[src/rtl/dma_pkg.sv]
// Shared constants and state type for the pixel-memory DMA engines.
// Used by both the read-side and the writeback engine.
package dma_pkg;

    localparam int NUM_WORDS = 76800;
    localparam int ADDR_W    = 17;
    localparam int DATA_W    = 32;

    typedef enum logic [1:0] {
        IDLE,
        RUN,
        DRAIN,
        FIN
    } dma_state_t;

    // Word address successor with wrap at the top of the pixel memory
    function automatic logic [ADDR_W-1:0] addr_inc(
        input logic [ADDR_W-1:0] a
    );
        return (a == ADDR_W'(NUM_WORDS - 1)) ? '0 : a + 1'b1;
    endfunction

endpackage

[src/rtl/sync_fifo.sv]
// Single-clock FIFO with occupancy count.
// Push and pop may occur together, including when full.
module sync_fifo #(
    parameter int DEPTH = 4,
    parameter int WIDTH = 32
) (
    input  logic                     clk,
    input  logic                     rst_n,
    input  logic                     i_push,
    input  logic [WIDTH-1:0]         i_wdata,
    input  logic                     i_pop,
    output logic [WIDTH-1:0]         o_rdata,
    output logic                     o_full,
    output logic                     o_empty,
    output logic [$clog2(DEPTH):0]   o_count
);

    localparam int AW = $clog2(DEPTH);

    logic [WIDTH-1:0] r_mem [DEPTH];
    logic [AW-1:0]    r_wptr;
    logic [AW-1:0]    r_rptr;
    logic [AW:0]      r_count;
    logic             w_push;
    logic             w_pop;

    assign o_full  = (r_count == (AW+1)'(DEPTH));
    assign o_empty = (r_count == '0);
    assign o_count = r_count;
    assign o_rdata = r_mem[r_rptr];

    assign w_pop  = i_pop && !o_empty;
    assign w_push = i_push && (!o_full || w_pop);

    always_ff @(posedge clk) begin
        if (w_push) begin
            r_mem[r_wptr] <= i_wdata;
        end
    end

    always_ff @(posedge clk or negedge rst_n) begin
        if (!rst_n) begin
            r_wptr  <= '0;
            r_rptr  <= '0;
            r_count <= '0;
        end else begin
            if (w_push) begin
                r_wptr <= r_wptr + 1'b1;
            end
            if (w_pop) begin
                r_rptr <= r_rptr + 1'b1;
            end
            case ({w_push, w_pop})
                2'b10:   r_count <= r_count + 1'b1;
                2'b01:   r_count <= r_count - 1'b1;
                default: r_count <= r_count;
            endcase
        end
    end

endmodule

[src/rtl/dma_reader.sv]
// Read-side DMA: streams a contiguous word block from memory with credit-based flow control.
// Define DMA_READER_STATS_EN to enable the stall_cycles backpressure counter.
module dma_reader
    import dma_pkg::*;
#(
    parameter int FIFO_DEPTH = 4
) (
    input  logic              clk,
    input  logic              rst_n,
    input  logic              start,
    input  logic [ADDR_W-1:0] base_addr,
    input  logic [ADDR_W-1:0] length,
    output logic              busy,
    output logic              done,
    output logic              err,
    output logic [ADDR_W-1:0] mem_addr,
    input  logic [DATA_W-1:0] mem_rdata,
    output logic              m_valid,
    input  logic              m_ready,
    output logic [DATA_W-1:0] m_data,
    output logic              m_last,
    output logic [31:0]       stall_cycles
);

    localparam int CW = $clog2(FIFO_DEPTH) + 1;

    dma_state_t        r_state;
    dma_state_t        w_state_nxt;
    logic [ADDR_W-1:0] r_next_addr;
    logic [ADDR_W-1:0] r_last_addr;
    logic [ADDR_W-1:0] r_len;
    logic [ADDR_W-1:0] r_remain;
    logic [ADDR_W:0]   r_beat;
    logic              r_inflight;
    logic              r_err;

    logic              w_accept;
    logic              w_bad;
    logic [ADDR_W-1:0] w_len_clamp;
    logic              w_credit;
    logic              w_issue;
    logic              w_hs;
    logic              w_last_beat;
    logic              w_fifo_empty;
    logic              w_fifo_full;
    logic [CW-1:0]     w_fifo_count;
    logic [DATA_W-1:0] w_fifo_head;

    assign w_accept    = (r_state == IDLE) && start;
    assign w_bad       = (base_addr >= ADDR_W'(NUM_WORDS));
    assign w_len_clamp = (length > ADDR_W'(NUM_WORDS)) ? ADDR_W'(NUM_WORDS) : length;

    // Reads in flight count against capacity so the FIFO can never overflow
    assign w_credit = !w_fifo_full
                   && ((int'(w_fifo_count) + int'(r_inflight)) < FIFO_DEPTH);
    assign w_issue  = (r_state == RUN) && w_credit;

    assign m_valid     = !w_fifo_empty;
    assign m_data      = m_valid ? w_fifo_head : '0;
    assign w_hs        = m_valid && m_ready;
    assign w_last_beat = (r_beat == ({1'b0, r_len} - 1'b1));
    assign m_last      = m_valid && w_last_beat;

    assign mem_addr = w_issue ? r_next_addr : r_last_addr;
    assign busy     = (r_state == RUN) || (r_state == DRAIN);
    assign done     = (r_state == FIN);
    assign err      = (r_state == FIN) && r_err;

    sync_fifo #(
        .DEPTH (FIFO_DEPTH),
        .WIDTH (DATA_W)
    ) u_fifo (
        .clk     (clk),
        .rst_n   (rst_n),
        .i_push  (r_inflight),
        .i_wdata (mem_rdata),
        .i_pop   (w_hs),
        .o_rdata (w_fifo_head),
        .o_full  (w_fifo_full),
        .o_empty (w_fifo_empty),
        .o_count (w_fifo_count)
    );

    always_comb begin
        w_state_nxt = r_state;
        unique case (r_state)
            IDLE: begin
                if (start) begin
                    w_state_nxt = (w_bad || (length == '0)) ? FIN : RUN;
                end
            end
            RUN: begin
                if (w_issue && (r_remain == ADDR_W'(1))) begin
                    w_state_nxt = DRAIN;
                end
            end
            DRAIN: begin
                if (w_hs && w_last_beat) begin
                    w_state_nxt = FIN;
                end
            end
            FIN: begin
                w_state_nxt = IDLE;
            end
            default: begin
                w_state_nxt = IDLE;
            end
        endcase
    end

    always_ff @(posedge clk or negedge rst_n) begin
        if (!rst_n) begin
            r_state     <= IDLE;
            r_next_addr <= '0;
            r_last_addr <= '0;
            r_len       <= '0;
            r_remain    <= '0;
            r_beat      <= '0;
            r_inflight  <= 1'b0;
            r_err       <= 1'b0;
        end else begin
            r_state    <= w_state_nxt;
            r_inflight <= w_issue;
            if (w_accept) begin
                r_next_addr <= base_addr;
                r_len       <= w_len_clamp;
                r_remain    <= w_len_clamp;
                r_beat      <= '0;
                r_err       <= w_bad;
            end else begin
                if (w_issue) begin
                    r_next_addr <= addr_inc(r_next_addr);
                    r_last_addr <= r_next_addr;
                    r_remain    <= r_remain - 1'b1;
                end
                if (w_hs) begin
                    r_beat <= r_beat + 1'b1;
                end
            end
        end
    end

`ifdef DMA_READER_STATS_EN
    logic [31:0] r_stall;

    always_ff @(posedge clk or negedge rst_n) begin
        if (!rst_n) begin
            r_stall <= '0;
        end else if (w_accept) begin
            r_stall <= '0;
        end else if (m_valid && !m_ready && (r_stall != '1)) begin
            r_stall <= r_stall + 1'b1;
        end
    end

    assign stall_cycles = r_stall;
`else
    assign stall_cycles = '0;
`endif

endmodule

[config.mk]
export PLATFORM = sky130hd
export DESIGN_NAME = dma_reader
export DESIGN_NICKNAME = d
export VERILOG_FILES = /design/src/rtl/dma_pkg.sv /design/src/rtl/sync_fifo.sv /design/src/rtl/dma_reader.sv
export SDC_FILE = /design/constraint.sdc
export NUM_CORES = 1
export LEC_CHECK = 0
export ABC_AREA = 1
export CAP_MARGIN = 0
export CELL_PAD_IN_SITES_DETAIL_PLACEMENT = 1
export CELL_PAD_IN_SITES_GLOBAL_PLACEMENT = 2
export CORE_ASPECT_RATIO = 1.75
export CORE_MARGIN = 4
export CORE_UTILIZATION = 25
export CTS_CLUSTER_SIZE = 14
export DETAILED_ROUTE_END_ITERATION = 8
export PLACE_DENSITY_LB_ADDON = 0.08
export SYNTH_ARGS = -nofsm -noshare
export SYNTH_HDL_FRONTEND = slang
export SYNTH_SLANG_ARGS = --single-unit
[constraint.sdc]
create_clock -name clk -period 3.4 [get_ports clk]
set_clock_uncertainty 0.2 [all_clocks]
set_input_delay 0.68 -clock clk [delete_from_list [all_inputs] [get_ports clk]]
set_output_delay 0.68 -clock clk [all_outputs]
set_load 0.01 [all_outputs]
# Word-level counts from Yosys, hierarchy flattened
# Memory sizes are Yosys's and may differ from the RTL's.
# Cells that the tools add are included.
[totals]
ff_bits = 97
ramBits = 128
output_inout_bits = 86
memories = 1
[classes]
add_sub_neg = 9
order_cmp = 3
n_eq_ne = 12
muxes = 18
n_reduce_logical = 22
[memory_table]
columns = ["name", "depth", "word_bits", "rd", "rd_ports_with_merged_regs", "wr", "line_no", "text"]
rows = [
  ["u_fifo.r_mem", 4, 32, 1, 0, 1, "sync_fifo.sv:20", "logic [WIDTH-1:0] r_mem [DEPTH];"],
]
[ops]
columns = ["op", "n"]
rows = [
  ["$mux W17", 7],
  ["$mux W18", 2],
  ["$mux W32", 1],
  ["$add A18 B1 Y18 const B", 1],
  ["$eq A18 B18 Y1", 1],
  ["$sub A17 B1 Y18 const B", 1],
  ["$add A17 B1 Y17 const B", 1],
  ["$eq A17 B1 Y1 const B", 1],
  ["$eq A17 B17 Y1 const B", 1],
  ["$ge A17 B17 Y1 const B", 1],
  ["$gt A17 B17 Y1 const B", 1],
  ["$logic_not A17 Y1", 1],
  ["$sub A17 B1 Y17 const B", 1],
  ["$logic_and A1 B1 Y1", 10],
  ["$mux W2", 4],
  ["$pmux W2 S4", 1],
  ["$eq A2 B2 Y1 const B", 3],
  ["$pmux W3 S2", 1],
  ["$reduce_bool A2 Y1", 3],
  ["$add A2 B1 Y2 const B", 2],
  ["$add A3 B1 Y4", 1],
  ["$eq A2 B1 Y1 const B", 2],
  ["$lt A4 B3 Y1 const B", 1],
  ["$ne A2 B1 Y1 const B", 2],
  ["10 further kinds", 14],
]

# Longest topological paths before layout
# Gate-level depths: netlist of run 1.
[logic_depth]
depth_word = 8
ltp_mapped = 17
depth_no_buf = 17

# Hierarchy
# A second synthesis of run 1 with hierarchy kept.
[unflattened]
hier_cells = 1275
area_unflattened_um2 = 11447.2
[by_module_without_submodules]
columns = ["module", "instances", "cells_each", "area_per_inst_um2", "seq_area_each_um2"]
rows = [
  ["dma_reader", 1, 870, 6115.9, 2252.2],
  ["sync_fifo", 1, 405, 5331.4, 4018.9],
]

# Worst setup path after synthesis of run 1
# Ideal clock, no wire load.
[synth_path]
path_type = "input to register"
start = "input m_ready"
end = "memory u_fifo.r_mem[0][0], enable pin"
arrival_ns = 2.565
path_slack_ns = 0.213
cell_stages = 4
cell_sequence = "inv_1 > a31oi_1 > inv_1 > nor2_1"
[synth_between]
elab_chain_cells = 6
[synth_lines]
columns = ["item", "line_no", "text"]
rows = [
  ["from (decl)", "dma_reader.sv:19", "input logic m_ready,"],
  ["$logic_and A1 B1 Y1", "dma_reader.sv:60", "assign w_hs = m_valid && m_ready;"],
  ["$logic_and A1 B1 Y1", "sync_fifo.sv:32", "assign w_pop = i_pop && !o_empty;"],
  ["$logic_or A1 B1 Y1", "sync_fifo.sv:33", "assign w_push = i_push && (!o_full || w_pop);"],
  ["$logic_and A1 B1 Y1", "sync_fifo.sv:33", ""],
  ["$mux W1", "sync_fifo.sv:36", "if (w_push) begin"],
  ["$mux W1 (not written as such)", "sync_fifo.sv:37", "r_mem[r_wptr] <= i_wdata;"],
  ["to (decl)", "sync_fifo.sv:20", ""],
]
# Every way passes these cells.

# Worst setup path after layout of run 1
[layout_path]
start = "register r_len[0]"
end = "output m_last"
[layout_between]
elab_chain_cells = 3
[layout_lines]
columns = ["item", "line_no", "text"]
rows = [
  ["from (decl)", "dma_reader.sv:31", "logic [ADDR_W-1:0] r_len;"],
  ["from (signal assigned)", "dma_reader.sv:126", "r_len <= w_len_clamp;"],
  ["$sub A17 B1 Y18", "dma_reader.sv:61", "assign w_last_beat = (r_beat == ({1'b0, r_len} - 1'b1));"],
  ["$eq A18 B18 Y1", "dma_reader.sv:61", ""],
  ["$logic_and A1 B1 Y1", "dma_reader.sv:62", "assign m_last = m_valid && w_last_beat;"],
  ["to (decl)", "dma_reader.sv:21", "output logic m_last,"],
]
# Every way passes these cells.

==> results of run 1 <==
## power by group through the flow
stage,Clock (mW),Combinational [mW],Sequential [mW]
after floorplan,0,3.42,3.94
after global placement,0,5.89,4.07
after detailed placement,0,5.92,4.09
after CTS,2.76,5.89,4.04
after global routing,2.85,6.67,4.14
final,2.63,5.86,4.04
## flip-flops by register name, indices dropped and copies added, names as in the netlist, 3 cells and up
register / cells
u_fifo.r_mem: 128
r_beat: 18
r_last_addr: 17
r_len: 17
r_next_addr: 17
r_remain: 17
u_fifo.o_count: 3
## worst max-delay path: stages, from the launching register on
cell	delay, ns
dfrtp_1	0.36
inv_2	0.06
ha_4	0.27
inv_2	0.03
nand2_2	0.05
nand2_2	0.06
nor2_4	0.10
nand3_2	0.10
nor2_2	0.08
nand2_1	0.06
nor2_2	0.16
nand2_1	0.09
nor2_2	0.16
nand2_2	0.11
nor2_2	0.11
buf_2	0.13
## what timing repair did
| item | in CTS | in global routing |
|---|---|---|
| endpoints found under the setup margin | 19 | 4 |
| hold endpoints to repair | 35 | 0 |
| pin swaps | 1 | 14 |
| hold buffers | 1 | 0 |
| setup buffers | 0 | 4 |
| resized for setup | 28 | 32 |
## cells by family after synthesis
family / after synthesis / share of synthesized area (%)
fa+ha+maj: 15 / 1.73
buf+inv: 192 / 7.56
flops: 225 / 55.6
other cells: 1 / 0.0333
xor+xnor: 21 / 1.63
mux: 1 / 0.0888
simple gates: 550 / 21.5
compound gates: 246 / 11.8
## layer usage
layer / GRT usage (%) / vias up / wire length [um]
met5: 0 / - / 0
met4: 3.25 / 0 / 669
met3: 1.94 / 41 / 1120
met2: 30.8 / 134 / 21200
met1: 16.0 / 4401 / 13500
li1: - / 4398 / -
## layout by cell type (no fill, tap or decap), types with 18 or more instances in the layout
| cell | count |
|---|---|
| nand2_1 | 200 |
| nor2_1 | 193 |
| o21ai_0 | 145 |
| edfxtp_1 | 128 |
| clkdlybuf4s50_1 | 104 |
| inv_1 | 102 |
| dfrtp_1 | 95 |
| nand3_1 | 61 |
| a21oi_1 | 56 |
| conb_1 | 32 |
| buf_4 | 31 |
| clkbuf_16 | 25 |
| nor2_2 | 18 |
| xor2_1 | 18 |
## worst max path at each step
stage                     cells past startpoint                  to     start
after floorplan                               4  u_fifo.r_mem[0][0]   m_ready
after global placement                       15              m_last  r_len[1]
after detailed placement                     15              m_last  r_len[1]
after CTS                                    15              m_last  r_len[1]
after global routing                         15              m_last  r_len[0]
final                                        15              m_last  r_len[0]
## cell type report
class,instances,share of cell area (%)
inverter,111,2.93
timing repair buffer,164,11.5
tap,572,5.03
multi-input combinational,865,31.0
sequential,225,44.1
clock buffer,34,4.71
clock inverter,10,0.695
==> impl_metrics.py, run 1 <==
metrics = {
    "outcome": {
        "outcome": "finished, final reports clean",
    },
    "sta": {
        "worst_slew_pin_slew_ns": 0.580,
        "finalHoldViolCount": 0,
        "slew_headroom_pct": 61.3,
        "rsz0062_at_grt": "true",
        "final.min_clock_period_ns": 3.34,
        "worst_slack_ns": 0.0587,
        "hold-worst-slack_ns": 0.286,
        "tns_ns": 0,
        "setup_viol": 0,
        "period_share_pct": 98.3,
        "fmax_ghz": 0.299,
        "finalMaxSlewViolations": 0,
    },
    "pwr": {
        "combPwrFrac_pct": 46.8,
        "switching_share_pct": 41.2,
        "p_switching_mw": 5.16,
        "p_int_mw": 7.37,
        "p_per_area_nw_per_um2": 881,
        "p_clk_share_pct": 21.0,
        "power.total_mw": 12.5,
        "ir_worst_vdd_uv": 476,
        "p_leak_nw": 5.73,
        "p_seq_share_pct": 32.2,
    },
    "routing": {
        "first_iter_violations": 373,
        "detail_route.wl_per_cell_um": 18.4,
        "drc": 0,
        "vias": 8974,
        "vias_per_cell": 4.53,
        "wirelength_mm": 36.5,
        "antenna_left": 0,
        "dr.pass1.iters": 4,
    },
    "cts": {
        "insertion_delay_ns": 0.53,
        "clockBufferDepth": 3,
        "cts.reportedPaths.clkPinSlew_ns": 0.07,
        "cts_made_buffers": 25,
        "root_buffer": "clkbuf_16",
        "clock-sinks": 225,
        "htree_levels": 1,
        "cts_tree": "built",
    },
    "die": {
        "die-area_um2": 48700,
        "rows": 102,
        "die_h_um": 289,
        "pin_count": 156,
        "initial_utilization_pct": 25.4,
        "die_x_um": 169,
        "core-area_um2": 44400,
    },
    "global_route": {
        "grt_pass1_vias": 9734,
        "grt_pass1_wl_mm": 56.9,
        "grt_usage_pct": 15.0,
        "antenna_found_initial": 0,
        "grt_max_degree": 55,
        "grt_overflow": 0,
    },
    "finish": {
        "final_net_count": 1477,
        "finalNonFillerCells": 1981,
        "layout-drive-gt1-share_pct": 10.9,
        "seqCellArea_um2": 6270,
        "postLayoutCellArea_um2": 14200,
        "post-route-util_pct": 32.0,
        "nFillCells": 5120,
        "diodes": 0,
        "area_growth_pct": 26.2,
        "multi_input_area_um2": 4410,
    },
    "worst_setup_path": {
        "path_max_fanout": 2,
        "arrival_ns": 2.46,
        "rr_worst_depth": 13,
        "cp-end-kind": "output port",
        "r2r-end": "r_next_addr[3]",
        "crit_type": "flop to output port",
        "r2r_slack_ns": 0.86,
        "r2r_start": "r_state[1]",
        "worstSetupStartpointType": "flop",
        "cp.required_ns": 2.52,
    },
    "synthesis": {
        "synth_cell_type_count": 50,
        "netlist_instances": 1251,
        "synth_largest_area_cell": "edfxtp_1",
        "yosysMostFrequentCell": "nand2_1",
        "synth.cell_area_um2": 11300,
        "synth_top_cell_area_share_pct": 34.1,
        "ys_seq_area_share_pct": 55.6,
        "synthTopCellsByArea": "edfxtp_1, dfrtp_1, nand2_1",
        "synthTopCellsByCount": "nand2_1, nor2_1, o21ai_0, edfxtp_1, inv_1",
        "synth_edf_count": 128,
        "synth.avg_cell_area_um2": 9.01,
        "synthFlopType": "edfxtp_1",
        "ys_warn_count": 0,
        "async_flop_share_pct": 43.1,
        "synth.ff_latch_count": 225,
    },
    "placement": {
        "place_hpwl_mm": 26.3,
        "place_worst_setup_slack_ns": 0.0144,
        "place_area_um2": 13300,
        "dp.cells": 1932,
        "io_buffers": 123,
        "globalplace.congestion": 0.756,
    },
    "worst_hold_path": {
        "worstHoldPathType": "flop to flop",
        "hold_end": "r_last_addr[4]",
        "min_from": "r_last_addr[4]",
        "min_path_cells": 2,
    },
    "job": {
        "drv_cap": 0,
    },
}
Note: power is estimated with default switching activity, not from simulation.
==> run 2: changes to the inputs <==
- REMOVE_ABC_BUFFERS: not set -> 1
==> run 2 against run 1 <==
Against the previous run: fmax grew 2.2%; register-to-register slack better by 0.08 ns; hold slack improved by 0.00053 ns; critical path depth shrank 4; non-clock buffer count is 10 lower; global-route usage decreased by 0.27 points; die area stayed put; count of clock-buffer cells in the layout shrank 3; critical endpoint unchanged; largest power group unchanged.
==> impl_metrics.py, run 2 (synthesis gave the netlist of run 1 again) <==
metrics = {
    "routing": {
        "vias": 8905,
        "vias_per_cell": 4.51,
        "drc": 0,
        "wirelength_mm": 36.0,
        "detail_route.wl_per_cell_um": 18.2,
        "first_iter_violations": 291,
        "antenna_left": 0,
        "dr.pass1.iters": 6,
    },
    "cts": {
        "htree_levels": 1,
        "cts_made_buffers": 25,
        "cts_tree": "built",
        "clock-sinks": 225,
        "root_buffer": "clkbuf_16",
        "insertion_delay_ns": 0.54,
        "clockBufferDepth": 3,
        "cts.reportedPaths.clkPinSlew_ns": 0.06,
    },
    "finish": {
        "layout-drive-gt1-share_pct": 9.21,
        "reg.largest.list": "u_fifo.r_mem x128, r_beat x18",
        "largest_register_ffs": 128,
        "final_net_count": 1467,
        "top_register": "u_fifo.r_mem",
        "postLayoutCellArea_um2": 14200,
        "finalNonFillerCells": 1973,
        "nFillCells": 5136,
        "final_common_cell": "nand2_1",
        "diodes": 0,
        "area_growth_pct": 25.7,
        "final_cell_mix": "nand2_1, nor2_1, o21ai_0, edfxtp_1, clkdlybuf4s50_1",
    },
    "worst_setup_path": {
        "rr_worst_depth": 13,
        "slowest_delay_ns": 0.39,
        "r2r-end": "r_next_addr[4]",
        "cp.required_ns": 2.52,
        "arrival_ns": 2.39,
        "worstSetupStartpointType": "flop",
        "crit_slowest_cell": "dfrtp_1",
        "crit_top_cell": "nand3_1",
        "critPathLaunch": "r_len[0]",
        "r2r_start": "r_state[1]",
        "crit_type": "flop to output port",
        "r2r_slack_ns": 0.94,
        "cp-end-kind": "output port",
        "cp_cell_sequence": "inv_2 > ha_4 > nand3_4 > nor2_8 > nand2_1 > nand3_1 > nand3_1 > nor3_4 > nand2_2 > nor2_2 > buf_2",
        "worstSetupEndpoint": "m_last",
        "path_max_fanout": 9,
    },
    "sta": {
        "setup_viol": 0,
        "fmax_ghz": 0.306,
        "final.min_clock_period_ns": 3.27,
        "finalHoldViolCount": 0,
        "rsz0062_at_grt": "true",
        "period_share_pct": 96.1,
        "hold-worst-slack_ns": 0.287,
        "tns_ns": 0,
        "slew_headroom_pct": 60.8,
        "worst_slew_pin_slew_ns": 0.588,
        "finalMaxSlewViolations": 0,
    },
    "global_route": {
        "grt_overflow": 0,
        "grt_usage_pct": 14.7,
        "grt_pass1_vias": 9771,
        "grt_max_degree": 65,
        "antenna_found_initial": 0,
        "grt_pass1_wl_mm": 56.0,
    },
    "die": {
        "die-area_um2": 48700,
        "pin_count": 156,
        "core-area_um2": 44400,
        "die_x_um": 169,
        "die_h_um": 289,
        "rows": 102,
        "initial_utilization_pct": 25.4,
    },
    "placement": {
        "place_area_um2": 13300,
        "globalplace.congestion": 0.789,
        "io_buffers": 123,
        "place_hpwl_mm": 25.7,
        "dp.cells": 1924,
    },
    "outcome": {
        "outcome": "finished, final reports clean",
    },
    "job": {
        "drv_cap": 0,
    },
    "pwr": {
        "p_per_area_nw_per_um2": 879,
        "p_leak_nw": 5.81,
        "ir_worst_vdd_uv": 425,
        "power.total_mw": 12.5,
    },
    "worst_hold_path": {
        "worstHoldPathType": "flop to flop",
        "min_path_cells": 2,
    },
}
-- run 2: cell count changes in the layout (fill, tap and decap cells not counted), sizes merged, moves of 2 or more --
cell	change
dlymetal6s2s	+13
clkinv	+2
clkbuf	-3
dlygate4sd2	-13
buf	-10
-- run 2: area by class of cell --
| cell class | instances | area [um2] | share of cell area (%) |
|---|---|---|---|
| multi-input cells | 865 | 4360 | 30.8 |
| flip-flops and latches | 225 | 6270 | 44.3 |
| clock inverters | 15 | 151 | 1.07 |
| repair buffers | 154 | 1600 | 11.3 |
| well taps | 572 | 716 | 5.05 |
| clock buffers | 31 | 648 | 4.58 |
| inverters | 111 | 417 | 2.94 |
-- run 2: worst max-delay path, delay by kind of cell (launching register included) --
family | cells | cell delay (ns)
fa+ha+maj | 1 | 0.16
buf+inv | 2 | 0.21
flops | 1 | 0.39
simple gates | 8 | 1.09
-- run 2: per-layer routing --
layer | track usage [%] | up-vias | share of wire, % | routed length [um]
li1 | - | 4375 | - | -
met1 | 15.1 | 4364 | 37 | 13200
met2 | 31.1 | 130 | 59 | 21200
met3 | 1.73 | 36 | 3.1 | 1110
met4 | 3.13 | 0 | 1.5 | 556
met5 | 0 | - | 0 | 0
-- run 2: worst min path at each step --
| stage | endpoint | slack (ns) | start |
|---|---|---|---|
| 2_1_floorplan | r_beat[0] | 0.18 | rst_n |
| 3_3_place_gp | r_last_addr[14] | 0.27 | r_last_addr[14] |
| 5_1_grt | r_last_addr[8] | 0.32 | r_last_addr[8] |
| 3_5_place_dp | r_last_addr[15] | 0.28 | r_last_addr[15] |
| 4_1_cts | r_last_addr[15] | 0.29 | r_last_addr[15] |
| 6_report | r_last_addr[12] | 0.29 | r_last_addr[12] |
-- run 2: power by group --
part	switching, mW	internal (mW)	total, mW
Combinational	3.43	2.29	5.72
Sequential	0.486	3.54	4.02
Clock	1.13	1.58	2.71
Total	5.05	7.40	12.5
-- run 2: through the flow --
stage	util [%]	setup slack (ns)
after floorplan	-	-0.488
after global placement	29.8	0.0384
after detailed placement	29.8	0.0121
after CTS	31.7	-0.0788
after global routing	31.9	-0.0741
final	31.9	0.131
-- run 2: timing repair --
action                                  4_1_cts  5_1_grt
setup buffers                                 1        1
pin swaps                                     5        3
endpoints found under the setup margin        5       15
hold buffers                                  1        0
hold endpoints to repair                     35        0
gates resized for setup                      16       24
==> run 3: changes to the inputs <==
- PLACE_DENSITY: not set -> 0.72
- PLACE_DENSITY_LB_ADDON: 0.08 -> not set
- SKIP_LAST_GASP: not set -> 1
==> run 3 against run 2 <==
Against the previous run: utilization is 0.55 points higher; via count is 2.7% higher; final cell count is 0.61% higher; sequential cell count stayed put; count of clock-buffer cells in the layout is 3 lower; wire length is 2.4% lower; sequential power hardly changed; fmax is 3.3% lower; setup slack worse by 0.11 ns; sequential share of layout area is 0.75 points lower; first-iteration DRC count is 31% higher.
==> impl_metrics.py, run 3 (synthesis gave the netlist of run 1 again) <==
metrics = {
    "outcome": {
        "outcome": "finished, final reports clean",
    },
    "die": {
        "die-area_um2": 48700,
        "die_x_um": 169,
        "die_h_um": 289,
        "rows": 102,
        "pin_count": 156,
        "core-area_um2": 44400,
        "initial_utilization_pct": 25.4,
    },
    "global_route": {
        "grt_pass1_vias": 9865,
        "grt_overflow": 0,
        "grt_pass1_wl_mm": 54.3,
        "grt_usage_pct": 13.9,
        "grt_max_degree": 65,
        "antenna_found_initial": 0,
    },
    "sta": {
        "worst_slew_pin_slew_ns": 0.597,
        "finalMaxSlewViolations": 0,
        "slew_headroom_pct": 60.2,
        "worst_slack_ns": 0.0187,
        "fmax_ghz": 0.296,
        "final.min_clock_period_ns": 3.38,
        "period_share_pct": 99.5,
        "setup_viol": 0,
        "tns_ns": 0,
        "finalHoldViolCount": 0,
        "rsz0062_at_grt": "true",
        "hold-worst-slack_ns": 0.287,
    },
    "cts": {
        "cts_made_buffers": 25,
        "htree_levels": 1,
        "cts.reportedPaths.clkPinSlew_ns": 0.06,
        "clockBufferDepth": 3,
        "cts_tree": "built",
        "insertion_delay_ns": 0.53,
        "clock-sinks": 225,
        "root_buffer": "clkbuf_16",
    },
    "placement": {
        "place_worst_setup_slack_ns": 0.0549,
        "place_area_um2": 13300,
        "dp.cells": 1925,
        "place_hpwl_mm": 24.4,
        "globalplace.congestion": 0.815,
        "io_buffers": 123,
    },
    "finish": {
        "final_cell_mix": "nand2_1, nor2_1, o21ai_0, edfxtp_1",
        "final_common_cell": "nand2_1",
        "top_register": "u_fifo.r_mem",
        "area_growth_pct": 27.8,
        "layout-drive-gt1-share_pct": 10.3,
        "diodes": 0,
        "post-route-util_pct": 32.4,
        "largest_register_ffs": 128,
        "final_net_count": 1480,
        "reg.largest.list": "u_fifo.r_mem x128, r_beat x18",
        "postLayoutCellArea_um2": 14400,
        "finalNonFillerCells": 1985,
    },
    "worst_hold_path": {
        "min_path_cells": 2,
        "worstHoldPathType": "flop to flop",
    },
    "routing": {
        "drc": 0,
        "dr.pass1.iters": 4,
        "detail_route.wl_per_cell_um": 17.7,
        "vias": 9147,
        "vias_per_cell": 4.61,
        "wirelength_mm": 35.1,
        "first_iter_violations": 380,
        "antenna_left": 0,
    },
    "pwr": {
        "p_per_area_nw_per_um2": 899,
        "p_leak_nw": 5.95,
        "power.total_mw": 12.9,
        "ir_worst_vdd_uv": 475,
    },
    "worst_setup_path": {
        "arrival_ns": 2.50,
        "cp_cell_sequence": "buf_4 > nor2_2 > nand2_2 > nor2_4 > nand2_1 > nand2_1 > nand2_1 > inv_1 > nand3_1 > nor3_2 > nand2_2 > nor2_1 > buf_2",
        "worstSetupStartpointType": "flop",
        "slowest_delay_ns": 0.37,
        "path_max_fanout": 6,
        "cp_top_family": "simple AND/OR/NAND/NOR gates",
        "crit_slowest_cell": "dfrtp_1",
        "rr_worst_depth": 25,
        "crit_type": "flop to output port",
        "cp.depth": 13,
        "crit_top_cell": "nand2_1",
        "cp.required_ns": 2.52,
        "cp-end-kind": "output port",
        "cp_num_buf_inv": 3,
    },
    "job": {
        "drv_cap": 0,
    },
}
[run 3: timing repair]
action / in CTS / in global routing
setup buffers: 11 / 0
pin swaps: 5 / 3
hold endpoints to repair: 35 / 0
endpoints found under the setup margin: 4 / 18
hold buffers: 1 / 0
gates cloned: 0 / 3
gates resized for setup: 13 / 21
[run 3: metal layers]
metal | up-vias | wire length, um | global-route usage [%]
li1 | 4401 | - | -
met1 | 4497 | 13400 | 15.0
met2 | 195 | 19600 | 28.0
met3 | 54 | 1280 | 1.73
met5 | - | 0 | 0
met4 | 0 | 888 | 3.88
[run 3: worst min-delay path: cells and delay by family (launching register included)]
family	cells	cell delay (ns)
compound gates	1	0.06
flops	1	0.34
simple gates	1	0.05
[run 3: layout make-up]
type                       count  area (um2)
fill                        5126       30000
sequential                   225        6270
multi-input combinational    866        4330
timing repair buffer         166        1740
tap                          572         716
clock buffer                  28         637
inverter                     111         417
clock inverter                17         294
[run 3: path summary, 6_finish.rpt]
kind                           startpoint              end  slack [ns]
hold / removal             r_last_addr[6]   r_last_addr[6]        0.29
min in group asynchronous           rst_n  r_last_addr[13]        0.48
hold reg to reg            r_last_addr[6]   r_last_addr[6]        0.29
setup / recovery                 r_len[1]           m_last        0.02
max in group asynchronous           rst_n   r_next_addr[3]        1.78
setup reg to reg                 r_len[1]       r_state[0]        0.13
[run 3: report_power, final]
part	leakage, nW	switching [mW]	internal (mW)
Clock	0.448	1.14	1.96
Combinational	3.13	3.47	2.34
Sequential	2.37	0.496	3.54
Total	5.95	5.11	7.84
